$ cat src/rtl/interp2_pkg.sv
// Shared types and constants for the 2x linear-interpolation upsampler.
// Rounding of the midpoint is selected with the INTERP2_ROUND_EN macro (see interp2_avg).
package interp2_pkg;

    localparam int unsigned DEF_WIDTH = 8;

    typedef enum logic [1:0] {
        EMPTY = 2'd0,
        MID   = 2'd1,
        CUR   = 2'd2
    } state_t;

    localparam logic PH_MID = 1'b0;
    localparam logic PH_CUR = 1'b1;

endpackage : interp2_pkg

$ cat src/rtl/interp2_avg.sv
// Combinational midpoint of two unsigned samples using a WIDTH+1-bit sum.
// Macro INTERP2_ROUND_EN: defined -> round half up, undefined -> floor.
module interp2_avg
    import interp2_pkg::*;
#(
    parameter int unsigned WIDTH = DEF_WIDTH
) (
    input  logic [WIDTH-1:0] a,
    input  logic [WIDTH-1:0] b,
    output logic [WIDTH-1:0] y
);

    localparam int unsigned SUM_W = WIDTH + 1;

    logic [SUM_W-1:0] sum;

`ifdef INTERP2_ROUND_EN
    // Max (2^W-1)*2+1 still fits in W+1 bits, so the carry is never lost.
    assign sum = SUM_W'(a) + SUM_W'(b) + SUM_W'(1);
`else
    assign sum = SUM_W'(a) + SUM_W'(b);
`endif

    assign y = sum[SUM_W-1:1];

endmodule : interp2_avg

$ cat src/rtl/interp2_upsampler.sv
// 2x linear-interpolation upsampler: each input x[n] emits mid(x[n-1], x[n]) then x[n].
// Midpoint rounding selected by macro INTERP2_ROUND_EN (default floor).
module interp2_upsampler
    import interp2_pkg::*;
#(
    parameter int unsigned WIDTH = DEF_WIDTH
) (
    input  logic             CLK,
    input  logic             RST_N,
    input  logic             in_valid,
    output logic             in_ready,
    input  logic [WIDTH-1:0] in_data,
    output logic             out_valid,
    input  logic             out_ready,
    output logic [WIDTH-1:0] out_data,
    output logic             out_phase
);

    state_t           state;
    logic [WIDTH-1:0] prev;
    logic [WIDTH-1:0] cur;
    logic [WIDTH-1:0] avg_a;
    logic [WIDTH-1:0] mid;
    logic             in_xfer;
    logic             out_xfer;

    // Held low during reset so nothing is accepted while the block is cleared.
    assign in_ready = RST_N & ((state == EMPTY) | ((state == CUR) & out_ready));
    assign in_xfer  = in_valid & in_ready;
    assign out_xfer = out_valid & out_ready;

    // Back-to-back accept in CUR interpolates against the sample that is leaving now.
    assign avg_a = (state == CUR) ? cur : prev;

    interp2_avg #(
        .WIDTH (WIDTH)
    ) u_avg (
        .a (avg_a),
        .b (in_data),
        .y (mid)
    );

    always_ff @(posedge CLK or negedge RST_N) begin
        if (!RST_N) begin
            state     <= EMPTY;
            prev      <= '0;
            cur       <= '0;
            out_valid <= 1'b0;
            out_data  <= '0;
            out_phase <= PH_MID;
        end else begin
            case (state)
                EMPTY: begin
                    if (in_xfer) begin
                        state     <= MID;
                        cur       <= in_data;
                        out_valid <= 1'b1;
                        out_data  <= mid;
                        out_phase <= PH_MID;
                    end
                end
                MID: begin
                    if (out_xfer) begin
                        state     <= CUR;
                        out_data  <= cur;
                        out_phase <= PH_CUR;
                    end
                end
                CUR: begin
                    if (out_xfer) begin
                        prev <= cur;
                        if (in_xfer) begin
                            state     <= MID;
                            cur       <= in_data;
                            out_data  <= mid;
                            out_phase <= PH_MID;
                        end else begin
                            state     <= EMPTY;
                            out_valid <= 1'b0;
                        end
                    end
                end
                default: begin
                    state     <= EMPTY;
                    out_valid <= 1'b0;
                end
            endcase
        end
    end

endmodule : interp2_upsampler

$ cat config.mk
export PLATFORM = sky130hd
export DESIGN_NAME = interp2_upsampler
export DESIGN_NICKNAME = d
export VERILOG_FILES = /design/src/rtl/interp2_pkg.sv /design/src/rtl/interp2_avg.sv /design/src/rtl/interp2_upsampler.sv
export SDC_FILE = /design/constraint.sdc
export NUM_CORES = 1
export LEC_CHECK = 0
export ABC_AREA = 1
export BUFFER_PORTS_ARGS = -buffer_cell sky130_fd_sc_hd__buf_2
export CORE_MARGIN = 2
export CORE_UTILIZATION = 35
export CTS_BUF_LIST = sky130_fd_sc_hd__clkbuf_8
export CTS_CLUSTER_SIZE = 28
export DETAILED_ROUTE_END_ITERATION = 10
export MAX_ROUTING_LAYER = met4
export PLACE_DENSITY = 0.59
export SLEW_MARGIN = 25
export SYNTH_ARGS = -nofsm -noshare
export SYNTH_HDL_FRONTEND = slang
export SYNTH_SLANG_ARGS = --single-unit
$ cat constraint.sdc
create_clock -name CLK -period 1.9 [get_ports CLK]
set_input_delay 0.475 -clock CLK [delete_from_list [all_inputs] [get_ports CLK]]
set_output_delay 0.475 -clock CLK [all_outputs]
set_load 0.005 [all_outputs]
# --- After elaboration in Yosys (flattened, before gate mapping) ---
# Cells that the tools add are included.
# W data, S select, Z words.
totals:
  register_bits: 28
  output_inout_bits: 11
classes:
  addsub: 1
  eq_ne: 6
  mux: 21
  bitwise: 6
  reduce_logical: 8
ops:
  columns: ["cell", "count"]
  rows:
  - ["$mux W8", 6]
  - ["$pmux W8 S3", 1]
  - ["$pmux W8 S2", 1]
  - ["$add A8 B8 Y9", 1]
  - ["$ne A2 B2 Y1 const B", 4]
  - ["$mux W1", 7]
  - ["$mux W2", 3]
  - ["$pmux W1 S3", 2]
  - ["$pmux W2 S3", 1]
  - ["$reduce_and A3 Y1", 2]
  - ["$and A1 B1 Y1", 4]
  - ["$reduce_and A2 Y1", 2]
  - ["$reduce_and A4 Y1", 1]
  - ["$reduce_bool A3 Y1", 1]
  - ["$eq A2 B1 Y1 const B", 1]
  - ["$eq A2 B2 Y1 const B", 1]
  - ["$logic_not A2 Y1", 1]
  - ["$reduce_bool A2 Y1", 1]
  - ["$not A1 Y1", 1]
  - ["$or A1 B1 Y1", 1]

# --- Depth between registers and ports, before layout ---
# Gate-level depths: netlist of run 1.
logic_depth:
  depth_word: 8
  ltp_mapped: 16
  depth_no_buf: 15

# --- Hierarchy ---
# From an unflattened synthesis of run 1, not the netlist that was laid out.
unflattened:
  cells_unflattened: 227
  area_unflattened_um2: 1710.4
by_module_without_submodules:
  columns: ["module", "n_inst", "cells_each", "area_each_um2"]
  rows:
  - ["interp2_upsampler", 1, 167, 1347.5]
  - ["interp2_avg", 1, 60, 362.8]

# --- Worst setup path after synthesis of run 1 ---
# No wires, ideal clock.
synth_timing:
  path_kind: "reg-to-reg"
  startpoint: "register state[1]"
  endpoint: "register out_data[5]"
  setup_time_ns: 0.120
  arrival_ns: 1.910
  required_time_ns: 1.780
  slack_ns: -0.130
  path_stages_with_launch: 10
  n_path_buf: 1
  period_less_slack_ns: 2.030
  cell_sequence: "dfrtp_1 -> nand2_2 -> clkbuf_1 -> o21ai_0 -> fa_1 -> nand4_1 -> nand3_1 -> xor2_1 -> o21ai_1 -> nand2_1"
synth_via:
  elab_chain_cells: 8
  word_cells_on_any_way: 16
  cone_classes: "1 x add/sub; 4 x eq/ne; 4 x mux; 4 x bitwise; 3 x reduce/logical"
synth_lines:
  columns: ["element", "line", "source"]
  rows:
  - ["start, declared", "interp2_upsampler.sv:19", "state_t state;"]
  - ["start signal, assigned", "interp2_upsampler.sv:45", "state <= EMPTY;"]
  - ["start signal, assigned", "interp2_upsampler.sv:55", "state <= MID;"]
  - ["start signal, assigned", "interp2_upsampler.sv:64", "state <= CUR;"]
  - ["parallel branches: the longest is 8 deep, another holds $add A8 B8 Y9", null, null]
  - ["end signal, assigned", "interp2_upsampler.sv:58", "out_data <= mid;"]
  - ["end signal, assigned", "interp2_upsampler.sv:65", "out_data <= cur;"]
  - ["end signal, assigned", "interp2_upsampler.sv:75", "out_data <= mid;"]
  - ["end, declared", "interp2_upsampler.sv:15", "output logic [WIDTH-1:0] out_data,"]
# Several ways; the timed one is not identified. The select of a mux whose other input is x is not followed.
# A chain may end at the register's enable or synchronous reset.

# --- Worst setup path in the final report of run 1 ---
# Ends and elaborated chain as after synthesis.

==> flow_metrics.tcl, run 1 <==
set metrics [dict create \
    status "completed" \
    yosys_warnings 0 \
    start_util_pct 36.9 \
    ios 23 \
    ys_seq_elements 28 \
    diodes 0 \
    die_height_um 72.2 \
    routedWlPerCell_um 12.3 \
    critPathBufInv 1 \
    p_total_uw 3540 \
    cp-start-kind "register" \
    setup-tns-final_ps 0 \
    yosys_most_used_dff "dfrtp_1" \
    cts_tree "done" \
    synthTopCellsByCount "59 x nand2_1, 28 x dfrtp_1, 20 x inv_1, 16 x o21ai_0, 12 x a21oi_1" \
    synth-edff-count 0 \
    nNetsFinal 258 \
    seq_area_frac_synth_pct 43.0 \
    drv_cap 0 \
    drt_pass1_iterations 4 \
    vias 1359 \
    fill_cells 440 \
    num_rows 24 \
    swShare_pct 45.5 \
    cp_common_cell "nand3_2" \
    finalHoldViolations 0 \
    syn-mean-instance-area_um2 8.10 \
    cts-root-buf "clkbuf_8" \
    syn-cell-area_mm2 0.00163 \
    gp_congestion 0.798 \
    drt_iter0_markers 68 \
    clk_pin_slew_ps 100 \
    p_sw_uw 1610 \
    core-area_mm2 0.00441 \
    post-dp-hpwl_mm 2.54 \
    syn_nets 222 \
    antenna_found_initial 0 \
    endpoint_kind "register" \
    synth_area_leaders "dfrtp_1 43%, nand2_1 14%, ha_1 6.1%" \
    multi_input_area_um2 910 \
    cts_sinks 28 \
    cts.hold.buffers_added 0 \
    syn_to_final_growth_pct 24.2 \
    syn_inst 201 \
    irDropWorstVdd_mv 0.441 \
    p_clk_share_pct 9.3 \
    clock_path_buffers 2 \
    grt_max_degree 29 \
    skew_ps 3.11 \
    overflow 0 \
    grt_pass1_vias 1202 \
    leakage_uw 0.00106 \
    regArea_um2 702 \
    cp_data_arrival_time_ps 2060 \
    synth.most_common_cell "nand2_1" \
    worstPathRequired_ps 2070 \
    viasPerCell 4.74 \
    yosys.area.top_type "dfrtp_1" \
    numCtsBuffers 3 \
    crit_fanout 4 \
    die_w_um 72.2 \
    rsz0062_at_grt "true" \
    io_buffers 22 \
    dp_slack_ps -12.7 \
    max_stage_delay_ps 490 \
    fin_crit_sh_pct 99.7 \
    crit_chain "buf_6 > nand3_2 > a21oi_2 > fa_2 > nand4_1 > nand3_2 > xor2_1 > o21ai_1 > nand2_1" \
    setup_viol 0 \
    min_path_type "primary input to asynchronous set/reset pin" \
    utilization_pct 45.8 \
    p_comb_share_pct 61.1 \
    layout_setup_ws_ps 5.95 \
    async_reset_ff_share_pct 100 \
    drive_gt1_share_pct 32.3 \
    slew_headroom_pct 75.2 \
    gr-usage-all-layers_pct 14.2 \
    worst-setup-path-type "register to register" \
    grt_pass1_wl_mm 5.68 \
    slowest_stage "dfrtp_2" \
    drt_wl_total_mm 3.53 \
    die_area_mm2 0.00522 \
    drt_drc_violations_left 0 \
    htreeDepth 1 \
    clock.fmax_mhz 528 \
    clk_latency_ps 270 \
    worstMarginPinSlew_ps 372 \
    ant_nets 0 \
    p_int_uw 1930 \
    seq_power_share_pct 29.7 \
    finalCriticalPeriod_ps 1890 \
    crit_family "flip-flops" \
    powerDensity_mw_per_mm2 1750 \
    yosysTopAreaCellShare_pct 43.0 \
    timing.hold.ws_ps 221 \
    drv_slew 0 \
    ys_types 29 \
]
stage by stage:
stage	cells	area [um2]
2_1_floorplan	201	1640
3_3_place_gp	281	1860
3_5_place_dp	281	1860
4_1_cts	284	1910
5_1_grt	287	2020
6_report	287	2020
path summary, 6_finish.rpt:
kind	startpoint	endpoint	slack [ps]	cells after the start
max	state[1]	out_data[5]	6	9
min	RST_N	prev[0]	220	2
max reg2reg	state[1]	out_data[5]	6	9
min reg2reg	out_data[7]	out_data[7]	480	2
max in group asynchronous	RST_N	state[1]	1370	2
min in group CLK	in_data[7]	cur[7]	470	3
metal layers:
metal	part of all wire, %	global-route usage, %	vias to the layer above
li1	-	-	723
met1	55	21.7	623
met2	43	18.9	11
met4	0.65	5.03	0
met5	0	-	-
met3	1.7	2.08	2
area by class of cell:
type / instances / share of cell area [%]
inverter: 25 / 5.01
multi-input combinational: 145 / 45.0
clock buffer: 3 / 2.04
sequential: 28 / 34.7
timing repair buffer: 34 / 10.1
tap: 52 / 3.22
cells by family after synthesis:
logic type	Yosys count	share of synthesized area, %
AO/OA/AOI/OAI	43	15.7
XOR/XNOR	4	2.15
adder cells (fa/ha/maj)	9	7.37
buffers and inverters	29	7.37
flip-flops	28	43.0
multiplexers	1	0.691
AND/OR/NAND/NOR	87	23.7
flip-flops by register name, indices dropped and copies added (netlist names):
register   count
out_valid      1
prev           8
state          2
cur            8
out_phase      1
out_data       8
timing repair:
item	CTS	global route
cloned	0	1
gates resized for setup	1	27
buffers inserted	0	2
endpoints found under the setup margin	6	6
pin swaps	0	17
layout by cell type (no fill, tap or decap), types with 2 or more instances in the layout:
cell / n
nand2_1: 52
inv_2: 3
nand2_8: 3
nand3_1: 4
ha_1: 8
nand3_2: 6
xor2_1: 4
inv_1: 20
a21oi_2: 7
nand2_2: 8
o21ai_1: 7
clkbuf_8: 3
dfrtp_1: 27
a21oi_1: 9
buf_2: 22
buf_4: 11
a31oi_1: 2
o21ai_0: 11
nor2_2: 2
nor2_1: 10
power groups by stage:
stage	clock (uW)	combinational, uW	sequential, uW
2_1_floorplan	0	1380	1020
3_3_place_gp	0	1880	1020
3_5_place_dp	0	1880	1030
4_1_cts	338	1900	1020
5_1_grt	356	2460	1080
6_report	328	2160	1050
worst register-to-register path, stage by stage, from the launching register on:
cell,delay (ps)
dfrtp_2,490
buf_6,160
nand3_2,80
a21oi_2,70
fa_2,420
nand4_1,110
nand3_2,120
xor2_1,160
o21ai_1,120
nand2_1,50
(Power assumes the default switching activity.)
==> run 2, diff against run 1 <==
Settings changed: RECOVER_POWER from default to 50.
==> flow_metrics.tcl, run 2 (synthesis gave the netlist of run 1 again) <==
set metrics [dict create \
    status "completed" \
    drt_iter0_markers 68 \
    grt_max_degree 29 \
    cp_common_cell "nand3_2" \
    diodes 0 \
    mostFrequentLayoutCells "52 x nand2_1, 27 x dfrtp_1, 21 x buf_2" \
    setup-tns-final_ps 0 \
    timing.rr.start "state[1]" \
    clock_path_buffers 2 \
    finalHoldViolations 0 \
    multi_input_area_um2 910 \
    leakage_uw 0.00106 \
    grt_pass1_wl_mm 5.68 \
    slowest_stage "dfrtp_2" \
    drive_gt1_share_pct 31.9 \
    overflow 0 \
    core-area_mm2 0.00441 \
    clock.fmax_mhz 528 \
    fin_crit_sh_pct 99.7 \
    timing.hold.ws_ps 400 \
    drv_cap 0 \
    irDropWorstVdd_mv 0.441 \
    finalCriticalPeriod_ps 1890 \
    cts.hold.buffers_added 0 \
    cts_tree "done" \
    slew_headroom_pct 52.1 \
    grt_use_met2_pct 18.9 \
    endpoint_kind "register" \
    die_area_mm2 0.00522 \
    critPathBufInv 1 \
    skew_ps 3.11 \
    clk_pin_slew_ps 100 \
    crit_chain "buf_6 > nand3_2 > a21oi_2 > fa_2 > nand4_1 > nand3_2 > xor2_1 > o21ai_1 > nand2_1" \
    min_path_type "primary input to asynchronous set/reset pin" \
    post-dp-hpwl_mm 2.54 \
    powerDensity_mw_per_mm2 1750 \
    cp-start-kind "register" \
    start_util_pct 36.9 \
    numCtsBuffers 3 \
    cp_data_arrival_time_ps 2060 \
    grt_pass1_vias 1202 \
    crit_fanout 4 \
    num_rows 24 \
    fill_cells 442 \
    drv_slew 0 \
    gp_congestion 0.798 \
    setup_viol 0 \
    busiest_layer "met1" \
    viasPerCell 4.74 \
    worstPathRequired_ps 2070 \
    met3_usage_pct 2.08 \
    r2r_setup_slack_ps 6 \
    rsz0062_at_grt "true" \
    regArea_um2 702 \
    routedWlPerCell_um 12.3 \
    max_stage_delay_ps 490 \
    drt_pass1_iterations 4 \
    crit_family "flip-flops" \
    grtUsageMet1_pct 21.7 \
    nNetsFinal 258 \
    antenna_found_initial 0 \
    ios 23 \
    drt_drc_violations_left 0 \
    syn_to_final_growth_pct 24.0 \
    io_buffers 22 \
    die_w_um 72.2 \
    cts_sinks 28 \
    layout_commonest_cell "nand2_1" \
    cts-root-buf "clkbuf_8" \
    reg2regPathDepth 9 \
    reg.largest.list "cur (8), out_data (8), prev (8)" \
    worst-setup-path-type "register to register" \
    ant_nets 0 \
    p_total_uw 3540 \
    clk_latency_ps 270 \
    worstMarginPinSlew_ps 719 \
    die_height_um 72.2 \
    timing.rr.end "out_data[5]" \
    vias 1359 \
    gr-usage-all-layers_pct 14.2 \
    htreeDepth 1 \
    drt_wl_total_mm 3.53 \
]
==> run 2: cell types whose count changed in the layout (fill, tap and decap cells not counted) <==
cell      delta
buf_4        -1
buf_2        -1
clkbuf_2     +1
clkbuf_1     +1
==> run 2: worst max path at each step <==
stage | startpoint | end | cells after the start
3_3_place_gp | state[0] | out_data[3] | 12
4_1_cts | state[0] | out_data[6] | 13
2_1_floorplan | state[1] | out_data[6] | 12
5_1_grt | state[0] | out_data[6] | 14
6_report | state[1] | out_data[5] | 9
3_5_place_dp | state[0] | out_data[6] | 13
==> run 2: power by group <==
part | switching, uW | total, uW | internal [uW]
Sequential | 175 | 1050 | 876
Clock | 186 | 328 | 142
Combinational | 1250 | 2160 | 909
==> run 2: stage by stage <==
stage	std cells	setup slack (ps)	util (%)	instance area (um2)
2_1_floorplan	201	28.8	-	1640
3_3_place_gp	281	1.22	42.1	1860
3_5_place_dp	281	-12.7	42.1	1860
4_1_cts	284	32.4	43.2	1910
5_1_grt	287	-164	45.7	2020
6_report	287	5.95	45.7	2020
==> run 2: per-layer routing <==
metal	wire, um	vias to the layer above
li1	-	723
met1	1940	623
met2	1510	11
met3	61	2
met4	23	0
met5	0	-
==> run 2: repair_timing <==
| action | in CTS | in global routing |
|---|---|---|
| setup endpoints to repair | 6 | 6 |
| gates resized for setup | 1 | 27 |
| endpoints found under the hold margin | 0 | 0 |
| cloned | 0 | 1 |
| buffers inserted | 0 | 2 |
| pin swaps | 0 | 17 |
==> run 2: area by class of cell <==
class / instances / area share (%)
inverters: 25 / 5.02
clock buffers: 3 / 2.04
repair buffers: 34 / 9.91
well taps: 52 / 3.22
flip-flops and latches: 28 / 34.8
multi-input cells: 145 / 45.0
